File: src/rtl/ysyx_22050854_div_ctrl.sv
// ysyx_22050854_div_ctrl: request-side controller for the iterative divider.
// Resolves divide-by-zero and signed overflow locally, otherwise hands the
// operands to the divider core, then selects/sign-extends the result and
// returns it with its destination tag. Handles flush, including draining a
// divide the core has already accepted.
// Optional feature macro: DIV_CTRL_SHORTCUT_EN (bypass when |dividend| < |divisor|).
module ysyx_22050854_div_ctrl #(
    parameter int unsigned TAG_W = 5
) (
    input  logic             clock,
    input  logic             reset,
    input  logic             req_valid,
    output logic             req_ready,
    input  logic [1:0]       req_op,
    input  logic             req_word,
    input  logic [63:0]      req_src1,
    input  logic [63:0]      req_src2,
    input  logic [TAG_W-1:0] req_tag,
    input  logic             flush,
    output logic             rsp_valid,
    input  logic             rsp_ready,
    output logic [63:0]      rsp_data,
    output logic [TAG_W-1:0] rsp_tag,
    output logic             busy,
    output logic             div_valid,
    input  logic             div_ready,
    output logic [63:0]      div_dividend,
    output logic [63:0]      div_divisor,
    output logic             div_w,
    output logic             div_signed,
    input  logic             div_out_valid,
    input  logic [63:0]      div_quotient,
    input  logic [63:0]      div_remainder
);

    localparam int unsigned XLEN = 64;
    localparam int unsigned HALF = 32;

    typedef enum logic [2:0] {
        S_IDLE  = 3'd0,
        S_ISSUE = 3'd1,
        S_WAIT  = 3'd2,
        S_DRAIN = 3'd3,
        S_RESP  = 3'd4
    } state_e;

    state_e            state_q;
    state_e            state_d;
    logic              sel_rem_q;
    logic              accept_c;
    logic              load_rsp_c;
    logic [XLEN-1:0]   rsp_nxt_c;
    logic [XLEN-1:0]   sel_res_c;
    logic [XLEN-1:0]   div_result_c;
    logic [XLEN-1:0]   rem_ext_c;
    logic              div_zero_c;
    logic              ovf_c;
    logic              short_c;
    logic              special_c;
    logic [XLEN-1:0]   special_data_c;

`ifdef DIV_CTRL_SHORTCUT_EN
    // Operand magnitude as an unsigned value, word-sized when word.
    function automatic logic [XLEN-1:0] magnitude(input logic [XLEN-1:0] x,
                                                  input logic word,
                                                  input logic sgn);
        logic [XLEN-1:0] m;
        m = word ? {HALF'(0), x[HALF-1:0]} : x;
        if (sgn) begin
            if (word && x[HALF-1]) begin
                m = {HALF'(0), HALF'(HALF'(0) - x[HALF-1:0])};
            end else if (!word && x[XLEN-1]) begin
                m = XLEN'(XLEN'(0) - x);
            end
        end
        return m;
    endfunction
`endif

    // Classify the incoming request and compute any locally resolved result.
    always_comb begin
        rem_ext_c  = req_word ? {{HALF{req_src1[HALF-1]}}, req_src1[HALF-1:0]} : req_src1;
        div_zero_c = req_word ? (req_src2[HALF-1:0] == HALF'(0)) : (req_src2 == XLEN'(0));
        ovf_c      = !req_op[0] &&
                     (req_word ? ((req_src1[HALF-1:0] == 32'h8000_0000) &&
                                  (req_src2[HALF-1:0] == 32'hFFFF_FFFF))
                               : ((req_src1 == 64'h8000_0000_0000_0000) &&
                                  (req_src2 == 64'hFFFF_FFFF_FFFF_FFFF)));
`ifdef DIV_CTRL_SHORTCUT_EN
        short_c    = !div_zero_c &&
                     (magnitude(req_src1, req_word, !req_op[0]) <
                      magnitude(req_src2, req_word, !req_op[0]));
`else
        short_c    = 1'b0;
`endif
        special_c      = div_zero_c || ovf_c || short_c;
        special_data_c = '0;
        if (div_zero_c) begin
            special_data_c = req_op[1] ? rem_ext_c : '1;
        end else if (ovf_c) begin
            special_data_c = req_op[1] ? XLEN'(0) : rem_ext_c;
        end else if (short_c) begin
            special_data_c = req_op[1] ? rem_ext_c : XLEN'(0);
        end
    end

    // Select quotient/remainder from the core; word results rebuild the upper half.
    always_comb begin
        sel_res_c    = sel_rem_q ? div_remainder : div_quotient;
        div_result_c = div_w ? {{HALF{sel_res_c[HALF-1]}}, sel_res_c[HALF-1:0]} : sel_res_c;
    end

    // Next-state and load decisions.
    always_comb begin
        state_d    = state_q;
        accept_c   = 1'b0;
        load_rsp_c = 1'b0;
        rsp_nxt_c  = rsp_data;
        case (state_q)
            S_IDLE: begin
                if (req_valid && !flush) begin
                    accept_c = 1'b1;
                    if (special_c) begin
                        state_d    = S_RESP;
                        load_rsp_c = 1'b1;
                        rsp_nxt_c  = special_data_c;
                    end else begin
                        state_d = S_ISSUE;
                    end
                end
            end
            S_ISSUE: begin
                if (div_ready) begin
                    state_d = flush ? S_DRAIN : S_WAIT;
                end else if (flush) begin
                    state_d = S_IDLE;
                end
            end
            S_WAIT: begin
                if (flush) begin
                    // A result arriving with the flush is already drained.
                    state_d = div_out_valid ? S_IDLE : S_DRAIN;
                end else if (div_out_valid) begin
                    state_d    = S_RESP;
                    load_rsp_c = 1'b1;
                    rsp_nxt_c  = div_result_c;
                end
            end
            S_DRAIN: begin
                if (div_out_valid) begin
                    state_d = S_IDLE;
                end
            end
            S_RESP: begin
                if (flush || rsp_ready) begin
                    state_d = S_IDLE;
                end
            end
            default: state_d = S_IDLE;
        endcase
    end

    // State register.
    always_ff @(posedge clock or posedge reset) begin
        if (reset) begin
            state_q <= S_IDLE;
        end else begin
            state_q <= state_d;
        end
    end

    // Registered status/handshake outputs decoded from the next state.
    always_ff @(posedge clock or posedge reset) begin
        if (reset) begin
            req_ready <= 1'b1;
            busy      <= 1'b0;
            div_valid <= 1'b0;
            rsp_valid <= 1'b0;
            rsp_data  <= '0;
        end else begin
            req_ready <= (state_d == S_IDLE);
            busy      <= (state_d != S_IDLE);
            div_valid <= (state_d == S_ISSUE);
            rsp_valid <= (state_d == S_RESP);
            if (load_rsp_c) begin
                rsp_data <= rsp_nxt_c;
            end
        end
    end

    // Request latches; these drive the divider operands and the response tag.
    always_ff @(posedge clock or posedge reset) begin
        if (reset) begin
            div_dividend <= '0;
            div_divisor  <= '0;
            div_w        <= 1'b0;
            div_signed   <= 1'b0;
            sel_rem_q    <= 1'b0;
            rsp_tag      <= '0;
        end else if (accept_c) begin
            div_dividend <= req_src1;
            div_divisor  <= req_src2;
            div_w        <= req_word;
            div_signed   <= !req_op[0];
            sel_rem_q    <= req_op[1];
            rsp_tag      <= req_tag;
        end
    end

endmodule

File: config.mk
export PLATFORM = sky130hd
export DESIGN_NAME = ysyx_22050854_div_ctrl
export DESIGN_NICKNAME = d
export VERILOG_FILES = /design/src/rtl/ysyx_22050854_div_ctrl.sv
export SDC_FILE = /design/constraint.sdc
export NUM_CORES = 1
export LEC_CHECK = 0
export BUFFER_PORTS_ARGS = -buffer_cell sky130_fd_sc_hd__buf_2
export CAP_MARGIN = 20
export CORE_AREA = 8 8 178 180
export CTS_CLUSTER_DIAMETER = 60
export DETAILED_ROUTE_END_ITERATION = 8
export DIE_AREA = 0 0 186 188
export HOLD_SLACK_MARGIN = 0.02
export REMOVE_ABC_BUFFERS = 1
export SYNTH_ARGS = -nofsm -noshare
export SYNTH_HDL_FRONTEND = slang
export SYNTH_SLANG_ARGS = --single-unit
File: constraint.sdc
create_clock -name clock -period 18.05 [get_ports clock]
set_clock_uncertainty 0.05 [all_clocks]
set_input_delay 1.805 -clock clock [delete_from_list [all_inputs] [get_ports clock]]
set_output_delay 1.805 -clock clock [all_outputs]
set_load 0.02 [all_outputs]
==> flow_metrics.tcl <==
set metrics [dict create \
    synth_xor_xnor_area_share 0 \
    synthTopCellsByArea "dfrtp_1, nand2_1, mux2i_1" \
    synth_compound_area_frac 0.0732 \
    ios 474 \
    max_stage_delay_ns 0.65 \
    fin_setup_tns_ns 0 \
    drc 0 \
    r2r_start "state_q[0]" \
    path_clk_slew_ns 0.06 \
    grt-ovfl-total 0 \
    grt_antenna_before_repair 2 \
    ys_seq_area_frac 0.515 \
    end_kind "flop" \
    drt-total-wl_um 40200 \
    worst-path-stages 9 \
    die_width_um 186 \
    cts.repair.resized 0 \
    dpl.hpwl_um 30000 \
    cp_max_fo 37 \
    route.vias.total 9864 \
    htree_levels 1 \
    gp_congestion 0.917 \
    synthSimpleGateAreaFrac 0.236 \
    avgRoutedWirePerCell_um 20.5 \
    cts_root_buf "clkbuf_16" \
    initial_core_util 0.347 \
    rr_worst_depth 5 \
    crit_buf_inv 2 \
    timing.fmax_mhz 232 \
    critical_path.top_delay_family "simple AND/OR/NAND/NOR gates" \
    post-cts-setup-buffers 0 \
    cap_violations 0 \
    synth_edf_count 0 \
    ys_async_sr_fraction 1.00 \
    required_ns 18.41 \
    drive_above_1_share 0.351 \
    final_hold_viol_count 0 \
    fin_crit_ns 4.31 \
    whs_path_depth 2 \
    drt_pass1_iterations 5 \
    fillers 3013 \
    first_iter_violations 680 \
    slew-limit-headroom 0.291 \
    ys_types 41 \
    die_h_um 188 \
    syn_area_mm2 0.0101 \
    crit_end "rsp_data[31]" \
    critPathLaunch "req_src2[40]" \
    ys_seq_elements 207 \
    grt_pass1_vias 10200 \
    layout.nets 1826 \
    yosysTopAreaCell "dfrtp_1" \
    slowest_stage "nor4_1" \
    worstReg2RegEnd "div_dividend[0]" \
    static-leakage-power_nw 7.62 \
    avgSynthCellArea_um2 9.07 \
    synth_common_cells "nand2_1, dfrtp_1, mux2i_1" \
    critPathLaunchType "input pin" \
    yosys_warnings 0 \
    yosysMostFrequentCell "nand2_1" \
    grt_start_max_net_pins 134 \
    die_area_mm2 0.0350 \
    synth_top_area_frac 0.512 \
    ant_nets 0 \
    clk_latency_ns 0.53 \
    port_buffers 473 \
    rsz0062_at_grt "false" \
    cts_buffers 29 \
    setup_viol_count_final 0 \
    criticalPathCategory "in2reg" \
    synthCells 1110 \
    cts_tree "done" \
    grt_pass1_wl_um 60100 \
    whs_ns 0.415 \
    r2r_setup_slack_ns 15.24 \
    synth.area.mux_share 0.134 \
    powerDensity_mw_per_mm2 169 \
    clock-sinks 207 \
    syn_to_final_growth_pct 36.5 \
    clk_path_buf_depth 3 \
    status "finished clean" \
    core_area_mm2 0.0290 \
    min_path_type "reg2reg" \
    row_count 63 \
    synth_fa_ha_area_frac 0 \
    cp.arrival_ns 4.67 \
    fin_crit_sh 0.239 \
    peakVddDrop_mv 0.0828 \
    worstMarginPinSlew_ns 1.06 \
    drv_slew 0 \
    grt_usage 0.221 \
    ctsHoldBuffers 0 \
    via_per_inst 5.02 \
    synthFlopType "dfrtp_1" \
    synth_top_family_by_area "simple AND/OR/NAND/NOR gates" \
    worstPathCellList "buf_2 > nor4_1 > and4_1 > a21oi_1 > or3_1 > o21ai_1 > a21oi_4 > buf_4 > mux2_1" \
]
## per-layer routing
layer	wire length [um]	vias to the layer above	track usage
met3	2810	96	0.0449
met1	16000	4735	0.271
met5	12	-	0
li1	-	4643	-
met2	19700	388	0.371
met4	1750	2	0.0898
## cell families after synthesis
group / count (synthesis)
buffers and inverters: 108
and+or+nand+nor: 557
AOI/OAI and AO/OA: 110
DFF: 207
muxes: 128
## worst min path at each step
stage	slack (ns)	startpoint	end
floorplan	0.41	state_q[2]	state_q[1]
global placement	0.40	div_dividend[7]	div_dividend[7]
detailed placement	0.41	div_divisor[42]	div_divisor[42]
CTS	0.42	div_dividend[56]	div_dividend[56]
global route	0.44	div_divisor[5]	div_divisor[5]
finish	0.42	div_dividend[3]	div_dividend[3]
## metrics by stage
stage / area [um2] / cells / utilization / total power (W) / worst slack (ns)
final: 13700 / 1966 / 0.474 / 0.00232 / 13.74
after global routing: 13700 / 1966 / 0.474 / 0.00246 / 13.57
after CTS: 13700 / 1964 / 0.473 / 0.00235 / 13.71
after detailed placement: 12800 / 1913 / 0.441 / 0.00178 / 13.14
after global placement: 12800 / 1913 / 0.441 / 0.00176 / 13.20
after floorplan: 9770 / 1037 / - / 0.00139 / 8.80
## layout by cell type (no fill, tap or decap), types with 7 or more instances in the layout
cell type	instances
buf_2	473
nand2_1	411
dfrtp_1	205
mux2i_1	95
nor2_1	38
o21ai_0	36
inv_1	34
nor2b_1	33
nor4_1	32
o221ai_1	32
o22ai_1	31
clkbuf_16	29
mux2_1	22
nand4_1	16
buf_4	13
clkbuf_8	7
## registers in the layout (all words and copies together), names as in the netlist
signal        cells
rsp_valid         1
div_divisor      64
div_w             1
div_signed        1
req_ready         1
state_q           3
div_dividend     64
rsp_tag           5
busy              1
div_valid         1
sel_rem_q         1
rsp_data         64
## worst register-to-register path, cell delays in order, from the launching register on
cell	delay, ns
dfrtp_1	0.40
nor2_1	0.37
and3_4	0.91
buf_4	0.69
nand2_1	0.21
nand2_1	0.11
## area by class of cell
cell class,count,area [um2],area share
Multi-Input combinational cell,795,4500,0.328
Clock buffer,41,841,0.0612
Clock inverter,10,93.8,0.00683
Inverter,35,139,0.0101
Timing Repair Buffer,487,2490,0.181
Tap cell,390,488,0.0355
Antenna cell,1,2.50,0.000182
Sequential cell,207,5180,0.377
## where the power goes
group          internal, W  switching, W
Combinational     0.000331      0.000667
Clock             0.000337      0.000214
Sequential        0.000660      0.000110
No activity file was read; power rests on OpenSTA's default activity.
